### config.mk
export PLATFORM = sky130hd
export DESIGN_NAME = perf_window_ctrl
export DESIGN_NICKNAME = d
export VERILOG_FILES = /design/src/rtl/perf_pkg.sv /design/src/rtl/perf_window_ctrl.sv
export SDC_FILE = /design/constraint.sdc
export NUM_CORES = 1
export LEC_CHECK = 0
export CORE_UTILIZATION = 50
export DETAILED_ROUTE_END_ITERATION = 7
export PLACE_DENSITY = 0.78
export SLEW_MARGIN = 20
export SYNTH_ARGS = -nofsm -noshare
export SYNTH_HDL_FRONTEND = slang
export SYNTH_SLANG_ARGS = --single-unit
### constraint.sdc
create_clock -name clk -period 7.8 [get_ports clk]
set_clock_uncertainty 0.2 [all_clocks]
set_input_delay 1.17 -clock clk [delete_from_list [all_inputs] [get_ports clk]]
set_output_delay 1.17 -clock clk [all_outputs]
set_load 0.05 [all_outputs]
### src/rtl/perf_pkg.sv
// perf_pkg: shared types and defaults for the measurement-window controller.
package perf_pkg;
    localparam int COUNTER_WIDTH_DEFAULT = 32;
    typedef enum logic [1:0] {IDLE, WARMUP, RUN, DONE} perf_state_e;
    typedef enum logic [1:0] {WINDOW = 2'd0, TARGET = 2'd1, ABORT = 2'd2} perf_status_e;
endpackage

### src/rtl/perf_window_ctrl.sv
// perf_window_ctrl: sequences warm-up, counter snapshot and windowed delta measurement
// over free-running performance counters, returning results through valid/ready.
module perf_window_ctrl
    import perf_pkg::*;
#(
    parameter int COUNTER_WIDTH = COUNTER_WIDTH_DEFAULT
) (
    input  logic                     clk,
    input  logic                     rst,
    input  logic                     start,
    input  logic                     abort,
    input  logic [COUNTER_WIDTH-1:0] cfg_warmup_cycles,
    input  logic [COUNTER_WIDTH-1:0] cfg_window_cycles,
    input  logic [COUNTER_WIDTH-1:0] cfg_target_blocks,
    input  logic [COUNTER_WIDTH-1:0] blocks_processed,
    input  logic [COUNTER_WIDTH-1:0] cycles_elapsed,
    output logic                     busy,
    output logic                     res_valid,
    input  logic                     res_ready,
    output logic [COUNTER_WIDTH-1:0] res_blocks,
    output logic [COUNTER_WIDTH-1:0] res_cycles,
    output logic [1:0]               res_status
);
    perf_state_e               state_q, state_d;
    perf_status_e              status_q, status_d;
    logic [COUNTER_WIDTH-1:0]  warm_q, warm_d, win_q, win_d, tgt_q, tgt_d;
    logic [COUNTER_WIDTH-1:0]  base_blk_q, base_blk_d, base_cyc_q, base_cyc_d;
    logic [COUNTER_WIDTH-1:0]  res_blk_q, res_blk_d, res_cyc_q, res_cyc_d;
    logic                      valid_q, valid_d, busy_q, busy_d;
    logic [COUNTER_WIDTH-1:0]  d_blocks, d_cycles;
    logic                      hit_tgt, hit_win;

    // Modular subtraction keeps counter wrap-around transparent.
    assign d_blocks = blocks_processed - base_blk_q;
    assign d_cycles = cycles_elapsed - base_cyc_q;
    assign hit_tgt  = (tgt_q != '0) && (d_blocks >= tgt_q);
    assign hit_win  = (win_q != '0) && (d_cycles >= win_q);

    always_comb begin
        state_d    = state_q;
        status_d   = status_q;
        warm_d     = warm_q;
        win_d      = win_q;
        tgt_d      = tgt_q;
        base_blk_d = base_blk_q;
        base_cyc_d = base_cyc_q;
        res_blk_d  = res_blk_q;
        res_cyc_d  = res_cyc_q;
        valid_d    = valid_q;
        case (state_q)
            IDLE: if (start) begin
                win_d      = cfg_window_cycles;
                tgt_d      = cfg_target_blocks;
                warm_d     = cfg_warmup_cycles;
                state_d    = (cfg_warmup_cycles != '0) ? WARMUP : RUN;
                base_blk_d = blocks_processed;
                base_cyc_d = cycles_elapsed;
            end
            WARMUP: begin
                warm_d     = warm_q - 1'b1;
                base_blk_d = blocks_processed;
                base_cyc_d = cycles_elapsed;
                if (abort) begin
                    state_d   = DONE;
                    status_d  = ABORT;
                    res_blk_d = '0;
                    res_cyc_d = '0;
                    valid_d   = 1'b1;
                end else if (warm_d == '0) begin
                    state_d = RUN;
                end
            end
            RUN: if (abort || hit_tgt || hit_win) begin
                state_d   = DONE;
                status_d  = abort ? ABORT : (hit_tgt ? TARGET : WINDOW);
                res_blk_d = d_blocks;
                res_cyc_d = d_cycles;
                valid_d   = 1'b1;
            end
            DONE: if (res_ready) begin
                state_d = IDLE;
                valid_d = 1'b0;
            end
            default: state_d = IDLE;
        endcase
        busy_d = (state_d == WARMUP) || (state_d == RUN);
    end

    always_ff @(posedge clk or posedge rst) begin
        if (rst) begin
            state_q    <= IDLE;
            status_q   <= WINDOW;
            warm_q     <= '0;
            win_q      <= '0;
            tgt_q      <= '0;
            base_blk_q <= '0;
            base_cyc_q <= '0;
            res_blk_q  <= '0;
            res_cyc_q  <= '0;
            valid_q    <= 1'b0;
            busy_q     <= 1'b0;
        end else begin
            state_q    <= state_d;
            status_q   <= status_d;
            warm_q     <= warm_d;
            win_q      <= win_d;
            tgt_q      <= tgt_d;
            base_blk_q <= base_blk_d;
            base_cyc_q <= base_cyc_d;
            res_blk_q  <= res_blk_d;
            res_cyc_q  <= res_cyc_d;
            valid_q    <= valid_d;
            busy_q     <= busy_d;
        end
    end

    assign busy       = busy_q;
    assign res_valid  = valid_q;
    assign res_blocks = res_blk_q;
    assign res_cycles = res_cyc_q;
    assign res_status = status_q;
endmodule

* Word-level counts from Yosys, hierarchy flattened
Cells that the tools add are included.
W data, S select, Z words.
** Storage, ports and cells
- Bits in registers :: 230
- Output and inout port bits :: 68
- Word-level logic and storage cells :: 69
** Operators by class
- Add/sub/neg operators :: 3
- Order comparisons :: 2
- Equality and inequality tests :: 9
- Muxes and demuxes :: 27
- Reductions and logical operators :: 17
** Operator list (number)
- $pmux W32 S2 :: 5
- $mux W32 :: 6
- $reduce_bool A32 Y1 :: 3
- $ge A32 B32 Y1 :: 2
- $sub A32 B32 Y32 :: 2
- $logic_not A32 Y1 :: 1
- $sub A32 B1 Y32 const B :: 1
- $mux W2 :: 9
- $ne A2 B2 Y1 const B :: 4
- $pmux W2 S4 :: 1
- $eq A2 B2 Y1 const B :: 3
- $eq A2 B1 Y1 const B :: 2
- $mux W1 :: 4
- $pmux W2 S2 :: 1
- $reduce_and A2 Y1 :: 2
- $reduce_and A4 Y1 :: 1
- $reduce_bool A2 Y1 :: 2
- $logic_or A1 B1 Y1 :: 3
- $pmux W1 S3 :: 1
- $reduce_and A3 Y1 :: 1
- $reduce_bool A3 Y1 :: 1
- $logic_and A1 B1 Y1 :: 2
- $logic_not A2 Y1 :: 1

* Longest topological paths before layout
- Word-level depth :: 9
- Mapped depth :: 23

* Least setup slack after synthesis
OpenSTA, ideal clock, no wires.
- Path type :: input to register
- Start point :: in blocks_processed[7]
- End point :: reg res_cyc_q[1], in the netlist res_cycles[1]
- Setup time :: 0.136 ns
- Data arrival time :: 5.381 ns
- Data required time :: 7.464 ns
- Slack :: 2.083 ns
- Stages :: 19
- Path buffers :: 3
- Cells stage by stage :: ha_1 -> clkbuf_1 -> nand3_1 -> a21oi_1 -> a211oi_1 -> or4b_2 -> a21oi_1 -> a21oi_1 -> xnor2_1 -> ha_1 -> nand4_1 -> nor4_1 -> o21ai_0 -> a211oi_1 -> nor3_1 -> a21oi_1 -> clkbuf_8 -> clkbuf_1 -> o21ai_0
** On the way
- Cells in the longest elaborated chain, start to end :: 7
** Ends and longest elaborated chain
- from (decl) :: RTL line perf_window_ctrl.sv:15 : input logic [COUNTER_WIDTH-1:0] blocks_processed,
- $sub A32 B32 Y32 :: RTL line perf_window_ctrl.sv:34 : assign d_blocks = blocks_processed - base_blk_q;
- $ge A32 B32 Y1 :: RTL line perf_window_ctrl.sv:36 : assign hit_tgt = (tgt_q != '0) && (d_blocks >= tgt_q);
- $logic_and A1 B1 Y1 :: RTL line perf_window_ctrl.sv:36
- $logic_or A1 B1 Y1 (2 in series) :: RTL line perf_window_ctrl.sv:73 : RUN: if (abort || hit_tgt || hit_win) begin
- $ne A2 B2 Y1 (no source line)
- $reduce_and A3 Y1 (no source line)
- to (signal assigned) :: RTL line perf_window_ctrl.sv:111 : res_cyc_q <= res_cyc_d;
- to (decl) :: RTL line perf_window_ctrl.sv:28 : logic [COUNTER_WIDTH-1:0] res_blk_q, res_blk_d, res_cyc_q, res_cyc_d;
No other way between the ends.
A chain may end at the register's enable or synchronous reset.

* Final worst setup path
- Start point :: in cycles_elapsed[0]
- End point :: reg res_blk_q[17], in the netlist res_blocks[17]
** On the way
- Cells in the longest elaborated chain, start to end :: 6
** Ends and longest elaborated chain
- from (decl) :: RTL line perf_window_ctrl.sv:16 : input logic [COUNTER_WIDTH-1:0] cycles_elapsed,
- $sub A32 B32 Y32 :: RTL line perf_window_ctrl.sv:35 : assign d_cycles = cycles_elapsed - base_cyc_q;
- $ge A32 B32 Y1 :: RTL line perf_window_ctrl.sv:37 : assign hit_win = (win_q != '0) && (d_cycles >= win_q);
- $logic_and A1 B1 Y1 :: RTL line perf_window_ctrl.sv:37
- $logic_or A1 B1 Y1 :: RTL line perf_window_ctrl.sv:73
- $ne A2 B2 Y1 (no source line)
- $reduce_and A3 Y1 (no source line)
- to (signal assigned) :: RTL line perf_window_ctrl.sv:110 : res_blk_q <= res_blk_d;
- to (decl) :: RTL line perf_window_ctrl.sv:28
No other way between the ends.

==> summary.txt <==
Pwr
  – Internal power: between 4000 and 5000 uW
  – Power density cells: 479.1 nW/um^2
  – Gate power share: approximately three fifths
  – Total Power: 8892 uW
  – Power share of the sequential group: 24.4%
  – P_sw: between 4000 and 5000 uW
  – Net Sw Frac: about half
  – Clk pwr share: 15.1%
  – Pleak: between 0.008 and 0.009 uW
  – Worst IR Drop VDD: around 290 uV

CTS
  – Max clock buf depth: 3
  – Root Buffer Master: clkbuf_16
  – CTS tree: done
  – Post-CTS Repair Setup Buffers: 0
  – CTS Hold Bufs: 0
  – H-tree depth: 1
  – Count of cells resized by post-cts repair: 0
  – Worst skew pair latency: 0.54 ns
  – Clk pin slew, worst setup/hold paths: 0.06 ns
  – Clk sinks: 230
  – Clock buffer count from CTS: 27

Global route
  – First-pass GRT wire length: between 70000 and 80000 um
  – Initial antenna violation count: 3
  – Met1 GRT Util: 39.00%
  – Met2 Track Usage GR: 45.49%
  – Busiest grt layer: met2
  – All-Layer GR Usage: 28.34%
  – Total grt overflow: 0
  – Vias in the first global route: 13550
  – Largest net degree at the start of global routing: 136
  – GRT met3 Usage: 4.307%

Timing
  – Final-report hold violation count: 0
  – Hold_ws: 0.3054 ns
  – Final setup vio count: 0
  – Setup TNS: 0 ns
  – Fmax: roughly 160 MHz
  – Period utilization: 82.47%
  – Slew Limit Fails: 0
  – Headroom to the max-slew limit: 22.96%
  – Worst Tran Pin Value: 1.153 ns
  – RSZ-0062 raised after global routing: no
  – Final min period: ~6.4 ns

Routing
  – Vias: 14170
  – Wire per inst: 18.19 um
  – DRT Pass-1 Iters: 5
  – Post-route DRC: 0
  – Iteration-0 DRC Markers: 1315
  – Final WL: 44060 um
  – ANT nets after route: 0
  – Vias per cell: 5.852

Critical path
  – CP startpoint kind: primary input
  – Critical path class: primary input to flip-flop
  – Critical Path End Type: flip-flop
  – WP data required: 8.03 ns
  – CP max FO: 57
  – WP data arrival: 6.66 ns

Placement
  – Placed cell areas: approximately 18000 um^2
  – DP HPWL: 32500 um
  – Buffers on Ports: 232
  – GPL Wtd Cong: 0.9491

Logic synthesis
  – Synth unique cells: 77
  – Yosys top cell by area: dfrtp_1
  – Share of synthesized flip-flops with an asynchronous set or reset: 100.0%
  – Top cell type's share of synthesized area: 38.26%
  – Syn Area/Cell: 8.265 um^2
  – Synth Register Bits: 230
  – Syn_nets: 2115
  – Synth Warn #: 0
  – Synth Flop Type: dfrtp_1
  – Synthesized area: 15040 um^2
  – Synth area leaders: dfrtp_1, ha_1, nand2_1, o21ai_0, a21oi_1
  – Synth Instances: approximately 1800
  – Count leader, synth: nand2_1
  – Sequential area share after synthesis: 38.26%
  – Synth top cells by count: nand2_1, dfrtp_1, o21ai_0
  – Post-synth EDFFs: 0

Floorplan
  – Number of core rows: 63
  – Die height: between 150 and 200 um
  – Initial Util: 50.76%
  – Die width: 175.5 um
  – Core Box Area: between 20000 and 30000 um^2
  – Die ar.: 30780 um^2
  – # IOs: between 200 and 250

Finish
  – Design Area, Final: roughly 19000 um^2
  – Nets: 2306
  – Layout area overhead: 23.37%
  – Layout cells sized above 1: 3.840%
  – Final core area utilization: ~63%

Run status
  – Run status: finished, final reports clean

Worst hold path
  – Worst hold path class: flip-flop to flip-flop

Job
  – Maxcap violations: 0
power groups by stage:
stage                     Combinational (uW)  Clock [uW]  Sequential [uW]
after detailed placement                5310           0             2170
after CTS                               5360        1360             2170
after floorplan                         3470           0             2530
final                                   5380        1340             2170
after global routing                    6010        1400             2230
after global placement                  5150           0             2170
metrics by stage:
stage | std cells | setup slack [ns]
after detailed placement | 2372 | 0.9584
after floorplan | 1820 | 0.1254
after global routing | 2422 | 0.9190
after global placement | 2372 | 1.149
final | 2422 | 1.368
after CTS | 2421 | 1.518
cells in the final DEF (no fill, tap or decap), types with 5 or more instances in the layout:
master	n
nand3b_1	9
nand3_1	25
nand4_1	23
nor2b_1	9
a2111oi_0	6
nand2_1	305
a21o_1	61
nand2b_1	11
inv_1	151
ha_1	128
and4_1	7
o31ai_1	14
o31a_1	5
clkbuf_8	5
xnor2_1	34
o21bai_1	12
xor2_1	24
nor4_1	36
and3_1	7
dfrtp_1	230
buf_4	10
o21ai_0	225
a31oi_1	12
o22ai_1	12
nor3_1	28
o21a_1	13
nor2_1	108
or3_1	7
clkbuf_16	27
o211ai_1	13
a211oi_1	14
clkdlybuf4s50_1	232
clkinv_2	6
a21oi_1	119
cell families after synthesis:
family / share of synthesized area (%)
multiplexers: 0.1331
XOR/XNOR: 3.377
AO/OA/AOI/OAI: 22.51
AND/OR/NAND/NOR: 18.59
flip-flops: 38.26
adder cells (fa/ha/maj): 10.91
buffers and inverters: 6.221
sequential cells by signal, indices dropped and copies added (netlist names):
signal,count
base_cyc_q,32
res_blocks,32
base_blk_q,32
busy,1
res_cycles,32
win_q,32
state_q,2
res_valid,1
warm_q,32
res_status,2
tgt_q,32
critical path, cell delays in order:
cell	delay, ns
clkdlybuf4s50_1	0.46
inv_1	0.05
ha_1	0.20
inv_1	0.07
fa_1	0.20
a21o_1	0.12
a21oi_1	0.13
o211ai_1	0.25
a41oi_1	0.28
o311ai_1	0.94
a2111oi_0	0.28
a311o_1	0.42
ha_1	0.30
nand4_1	0.11
nor3_1	0.25
and4b_1	0.23
a21oi_1	0.15
a21oi_4	0.21
buf_4	0.50
nor2_1	0.13
a21o_1	0.17
cell type report:
class,count,area [um^2]
Sequential cell,230,5756
Clock buffer,36,759.5
Clock inverter,13,173.9
Tap cell,390,488.0
Antenna cell,1,2.502
Inverter,153,581.8
Timing Repair Buffer,243,2417
Fill cell,2547,11080
Multi-Input combinational cell,1356,8381
worst paths after layout:
check	slack [ns]	end	cells after the start	from
max in group asynchronous	5.23	base_cyc_q[28]	3	rst
hold reg to reg	0.31	base_blk_q[31]	2	base_blk_q[31]
hold / removal	0.31	base_blk_q[31]	2	base_blk_q[31]
setup / recovery	1.37	res_blocks[17]	21	cycles_elapsed[0]
setup reg to reg	2.12	res_blocks[17]	19	base_cyc_q[0]
min in group asynchronous	0.92	base_cyc_q[7]	2	rst
layer usage:
metal | vias up | wire length [um]
met2 | 511 | 20100
met5 | - | 25
li1 | 6793 | -
met4 | 4 | 1472
met3 | 101 | 2996
met1 | 6764 | 19470
Power figures use the tool's default switching activity.
